===== src/rtl/ula_pkg.sv =====
// Shared definitions for the ULA control path: opcodes, FSM states and data widths.
package ula_pkg;

  localparam int LARGURA_DADO = 4;
  localparam int LARGURA_RES  = LARGURA_DADO + 1;

  localparam logic [2:0] OP_ADD = 3'd0;
  localparam logic [2:0] OP_SUB = 3'd1;
  localparam logic [2:0] OP_AND = 3'd2;
  localparam logic [2:0] OP_OR  = 3'd3;
  localparam logic [2:0] OP_XOR = 3'd4;
  localparam logic [2:0] OP_NOT = 3'd5;
  localparam logic [2:0] OP_MUL = 3'd6;
  localparam logic [2:0] OP_DIV = 3'd7;

  localparam logic [LARGURA_RES-1:0] ERRO_DIV0 = 5'b11111;

  typedef enum logic [1:0] {
    OCIOSO  = 2'd0,
    EXECUTA = 2'd1,
    ESPERA  = 2'd2,
    ENTREGA = 2'd3
  } estado_t;

  // MUL and DIV are the only operations served by the iterative unit.
  function automatic logic op_iterativa(input logic [2:0] codigo);
    return (codigo == OP_MUL) || (codigo == OP_DIV);
  endfunction

endpackage


===== src/rtl/contador_timeout.sv =====
// Cycle counter bounding the wait on the iterative unit; terminal flags TIMEOUT-1.
module contador_timeout #(
  parameter int TIMEOUT = 32
) (
  input  logic clk,
  input  logic rst,
  input  logic habilita,
  input  logic limpa,
  output logic terminal
);

  localparam int W = (TIMEOUT > 2) ? $clog2(TIMEOUT) : 1;

  logic [W-1:0] contagem_reg;

  assign terminal = (contagem_reg == W'(TIMEOUT - 1));

  always_ff @(posedge clk) begin
    if (rst || limpa) begin
      contagem_reg <= '0;
    end else if (habilita && !terminal) begin
      contagem_reg <= contagem_reg + 1'b1;
    end
  end

endmodule


===== src/rtl/ula_sequenciador.sv =====
// Sequencer for the ULA datapath: accepts one request, drives the result mux and
// iterative unit, then delivers the captured result with flags.
module ula_sequenciador
  import ula_pkg::*;
#(
  parameter int LARGURA_DADO = ula_pkg::LARGURA_DADO,
  parameter int LARGURA_RES  = ula_pkg::LARGURA_RES,
  parameter int TIMEOUT      = 32
) (
  input  logic                    clk,
  input  logic                    rst,
  input  logic                    req_valido,
  output logic                    req_pronto,
  input  logic [2:0]              op,
  input  logic [LARGURA_DADO-1:0] a,
  input  logic [LARGURA_DADO-1:0] b,
  output logic [LARGURA_DADO-1:0] ula_a,
  output logic [LARGURA_DADO-1:0] ula_b,
  output logic [2:0]              ula_sel,
  output logic                    iter_inicio,
  input  logic                    iter_fim,
  input  logic [LARGURA_RES-1:0]  resultado_ula,
  output logic [LARGURA_RES-1:0]  resultado,
  output logic                    res_valido,
  input  logic                    res_pronto,
  output logic                    flag_zero,
  output logic                    flag_carry,
  output logic                    flag_erro,
  output logic                    ocupado
);

  estado_t estado_reg;
  logic    terminal;

  contador_timeout #(.TIMEOUT(TIMEOUT)) u_timeout (
    .clk      (clk),
    .rst      (rst),
    .habilita (estado_reg == ESPERA),
    .limpa    (estado_reg == EXECUTA),
    .terminal (terminal)
  );

  // Gating with rst keeps req_pronto low during the reset cycle itself.
  assign req_pronto = (estado_reg == OCIOSO) && !rst;
  assign res_valido = (estado_reg == ENTREGA);
  assign ocupado    = (estado_reg != OCIOSO);

  always_ff @(posedge clk) begin
    if (rst) begin
      estado_reg  <= OCIOSO;
      ula_a       <= '0;
      ula_b       <= '0;
      ula_sel     <= '0;
      iter_inicio <= 1'b0;
      resultado   <= '0;
      flag_zero   <= 1'b0;
      flag_carry  <= 1'b0;
      flag_erro   <= 1'b0;
    end else begin
      case (estado_reg)
        OCIOSO: begin
          if (req_valido) begin
            ula_sel   <= op;
            ula_a     <= a;
            ula_b     <= b;
            flag_erro <= 1'b0;
            if (op == OP_DIV && b == '0) begin
              resultado  <= LARGURA_RES'(ERRO_DIV0);
              flag_zero  <= (ERRO_DIV0[LARGURA_DADO-1:0] == '0);
              flag_carry <= ERRO_DIV0[LARGURA_RES-1];
              flag_erro  <= 1'b1;
              estado_reg <= ENTREGA;
            end else begin
              iter_inicio <= op_iterativa(op);
              estado_reg  <= EXECUTA;
            end
          end
        end
        EXECUTA: begin
          iter_inicio <= 1'b0;
          if (op_iterativa(ula_sel)) begin
            estado_reg <= ESPERA;
          end else begin
            resultado  <= resultado_ula;
            flag_zero  <= (resultado_ula[LARGURA_DADO-1:0] == '0);
            flag_carry <= resultado_ula[LARGURA_RES-1];
            estado_reg <= ENTREGA;
          end
        end
        ESPERA: begin
          // A completion seen on the terminal cycle still wins over the timeout.
          if (iter_fim) begin
            resultado  <= resultado_ula;
            flag_zero  <= (resultado_ula[LARGURA_DADO-1:0] == '0);
            flag_carry <= resultado_ula[LARGURA_RES-1];
            estado_reg <= ENTREGA;
          end else if (terminal) begin
            resultado  <= '0;
            flag_zero  <= 1'b1;
            flag_carry <= 1'b0;
            flag_erro  <= 1'b1;
            estado_reg <= ENTREGA;
          end
        end
        ENTREGA: begin
          if (res_pronto) begin
            estado_reg <= OCIOSO;
          end
        end
        default: estado_reg <= OCIOSO;
      endcase
    end
  end

endmodule


===== config.mk =====
export PLATFORM = sky130hd
export DESIGN_NAME = ula_sequenciador
export DESIGN_NICKNAME = d
export VERILOG_FILES = /design/src/rtl/ula_pkg.sv /design/src/rtl/contador_timeout.sv /design/src/rtl/ula_sequenciador.sv
export SDC_FILE = /design/constraint.sdc
export NUM_CORES = 1
export LEC_CHECK = 0
export ABC_AREA = 1
export BUFFER_PORTS_ARGS = -buffer_cell sky130_fd_sc_hd__buf_2
export CAP_MARGIN = 10
export CORE_MARGIN = 4
export CORE_UTILIZATION = 50
export CTS_CLUSTER_DIAMETER = 100
export DETAILED_ROUTE_END_ITERATION = 7
export GPL_ROUTABILITY_DRIVEN = 0
export PLACE_DENSITY = 0.81
export SLEW_MARGIN = 20
export SYNTH_ARGS = -nofsm -noshare
export SYNTH_HDL_FRONTEND = slang
export SYNTH_HIERARCHICAL = 1
export SYNTH_SLANG_ARGS = --single-unit

===== constraint.sdc =====
create_clock -name clk -period 1.7 [get_ports clk]
set_input_delay 0.34 -clock clk [delete_from_list [all_inputs] [get_ports clk]]
set_output_delay 0.34 -clock clk [all_outputs]
set_load 0.02 [all_outputs]

==> summary.txt <==
Power and ir drop
  – PwrDens: 1520 nW/um2
  – Total Power: 0.00259 W
  – P_int: 0.00142 W
  – Combinational share of power: 55.6%
  – Peak supply drop: 0.00107 V
  – Switch share: 45.3%
  – Sw power: 0.00118 W
  – P_leak: 0.829 nW
  – Seq pwr share: 34.5%
  – Clock power frac: 9.9%

Final layout
  – Layout net count: 268
  – Util after Layout: 67.1%
  – Area Overhead vs Synth: 24.7%
  – Number of antenna repair diodes: 0
  – Fraction of layout instances using a drive strength above 1: 36.6%
  – Layout fillers: 252

Synthesis
  – Xor/xnor share of the synthesized area: 0%
  – Syn_nets: 219
  – Post-synthesis compound-gate area fraction: 17.1%
  – Synth unique cells: 23
  – Post-Syn Area: 1370 um2
  – Largest family of logic cells by synthesized area: simple AND/OR/NAND/NOR gates
  – Post-synthesis simple-gate area fraction: 29.8%
  – Synth Area in Adders: 6.39%
  – YS warnings: 6
  – Post-synthesis mux area share: 0%
  – Synth Register Bits: 26
  – Sequential share of the synthesized area: 38.0%
  – Post-synthesis cell count: 191
  – Mean Syn Cell Area: 7.17 um2

Global route
  – Met1 Track Usage GR: 21.2%
  – GRT Total Usage: 17.4%
  – GR peak layer: met2
  – Gr ovfl total: 0
  – Number of global-route vias before repair: 1,178
  – GR Util met3: 2.77%
  – Largest net degree at the start of global routing: 14
  – Initial antenna violation count: 0
  – First-pass GRT wire length: 4880 um
  – GRT met2 Usage: 30.7%

Clock network
  – Root buf cell: clkbuf_4
  – CTS max path bufs: 2
  – Sink Count: 26
  – CTS clk-pin slew, worst paths: 0.13 ns
  – H-tree Lvls: 1
  – CTS tree: yes
  – Clock Latency Late Sink: 0.32 ns
  – Cts bufs inserted: 3
  – # hold bufs at CTS: 0

Min path
  – Hold Startpoint: a[0]
  – Hold Crit Class: in2reg
  – Hold EP: ula_a[0]
  – Worst hold stages: 3

Drt
  – Starting DRT DRC Count: 34
  – Average wire per standard cell: 11.1 um
  – Via density: 4.96
  – First-pass DRT Iterations: 4
  – Residual DRC: 0
  – Via Count: 1,330
  – Remaining antenna violation count after routing: 0
  – WL final: 2970 um

STA
  – Clock Skew: 0.00443 ns
  – Final Setup Violations: 0
  – Worst Tran Pin Value: 0.347 ns
  – Max Slew Vio Count: 0
  – RSZ-0062 raised after global routing: false
  – Setup_tns: 0 ns
  – Tmin final: 1.61 ns
  – Fmax: 620 MHz
  – Slew HR: 76.8%
  – Crit share post-route: 94.8%
  – Final hold viol count: 0

Setup path
  – CP Max Fanout: 6
  – Crit-path slowest cell: dfxtp_2
  – Worst R2R End: resultado[1]
  – Crit path kind: reg2out
  – Worst Reg2Reg Path Length in Cells: 11
  – Reg2Reg Setup Slack: 0.14 ns
  – R2r startpoint: u_timeout/contagem_reg[0]
  – Critical path cell sequence: inv_1 -> ha_4 -> inv_2 -> nor2_1 -> buf_2
  – Type of origin of the critical path: flip-flop
  – Req. time, crit path: 1.36 ns
  – Worst endpoint data arrival time: 1.27 ns
  – Crit. End Element: output pin
  – CP max stage delay: 0.39 ns

Floorplan
  – Die W: 60.3 um
  – Site Rows: 18
  – Core ar.: 2540 um2
  – I/O pin cnt: 44
  – Die Y: 60.3 um
  – Starting Density: 53.8%
  – Full die area: 3640 um2

Status
  – Outcome: complete, no violations

Place
  – DP HPWL: 2280 um
  – PortBufs: 43

Job
  – Max_cap viols: 0
## through the flow
stage | cell area [um2] | instances | hold slack, ns | worst slack (ns)
after floorplan | 1370 | 191 | 0.451 | 0.166
after global placement | 1620 | 262 | 0.452 | 0.0591
final | 1710 | 268 | 0.245 | 0.0878
after global routing | 1710 | 268 | 0.268 | 0.000730
after CTS | 1670 | 267 | 0.244 | 0.0117
after detailed placement | 1620 | 262 | 0.456 | 0.000412
## layout by cell type, fill, tap and decap left out, types with 2 or more instances in the layout
cell type  count
a21oi_2        6
nor2_1        41
clkbuf_4       3
nor2_2         2
buf_4          6
o21ai_1       15
ha_1           4
nand2_1       18
nand2_4        2
inv_1         19
nor2_4         2
inv_2          5
buf_2         43
nand2_2        9
dfxtp_2        4
a21oi_1        6
nand3_1       13
o21ai_0        9
dfxtp_1       22
ha_4           2
## synth_stat cells (all sizes together)
library cell   n  area (um2)
clkbuf         1        5.00
inv           24        90.1
o21ai         25         129
o21bai         1        7.51
nor2          45         186
buf            4        25.0
o211ai         1        7.51
a21oi         12        82.6
nand3         14        70.1
dfxtp         26         521
a21boi         1        7.51
ha             7        87.6
nand2         29         146
nor3           1        5.00
## power groups by stage
stage          registers, W  clock network [W]  logic (W)
3_3_place_gp       0.000894                  0    0.00133
4_1_cts            0.000884           0.000261    0.00142
5_1_grt            0.000916           0.000287    0.00162
6_report           0.000894           0.000255    0.00144
2_1_floorplan       0.00104                  0   0.000858
3_5_place_dp       0.000897                  0    0.00134
## area by class of cell
cell class	instances	area, um2	area share [%]
repair buffers	49	260	15.2
well taps	30	37.5	2.20
clock buffers	3	22.5	1.32
inverters	24	90.1	5.27
multi-input cells	136	772	45.2
flip-flops and latches	26	526	30.8
## timing repair
item                                    in CTS  in global routing
cloned                                       0                  0
pin swaps                                    1                  6
resized for setup                            5                  9
endpoints found under the setup margin       8                 10
endpoints found under the hold margin        0                  0
buffers inserted                             2                  1
## critical path: cells and delay by family, from the launching register on
| family | cells | cell delay, ns |
|---|---|---|
| buf+inv | 3 | 0.34 |
| simple gates | 1 | 0.04 |
| fa+ha+maj | 1 | 0.17 |
| flops | 1 | 0.39 |
## logic make-up (layout without fill, tap and decap cells)
| family | count (synthesis) | after routing |
|---|---|---|
| AO/OA/AOI/OAI | 40 | 40 |
| buffers and inverters | 29 | 76 |
| flip-flops | 26 | 26 |
| AND/OR/NAND/NOR | 89 | 89 |
| adder cells (fa/ha/maj) | 7 | 7 |
## how the worst max path moves through the flow
| stage | cells past startpoint | slack [ns] | start | endpoint |
|---|---|---|---|---|
| floorplan | 11 | 0.17 | u_timeout/contagem_reg[0] | resultado[4] |
| global placement | 11 | 0.06 | u_timeout/contagem_reg[0] | resultado[1] |
| detailed placement | 11 | 0.0004 | u_timeout/contagem_reg[0] | resultado[2] |
| CTS | 11 | 0.01 | u_timeout/contagem_reg[1] | resultado[1] |
| global route | 5 | 0.0007 | estado_reg[0] | req_pronto |
| finish | 5 | 0.09 | estado_reg[0] | req_pronto |
## routing by layer
| metal | part of all wire (%) | vias to the layer above |
|---|---|---|
| met5 | 0 | - |
| met1 | 43 | 594 |
| met3 | 4.7 | 5 |
| met2 | 50 | 25 |
| li1 | - | 706 |
| met4 | 1.7 | 0 |
(Power assumes the default switching activity.)
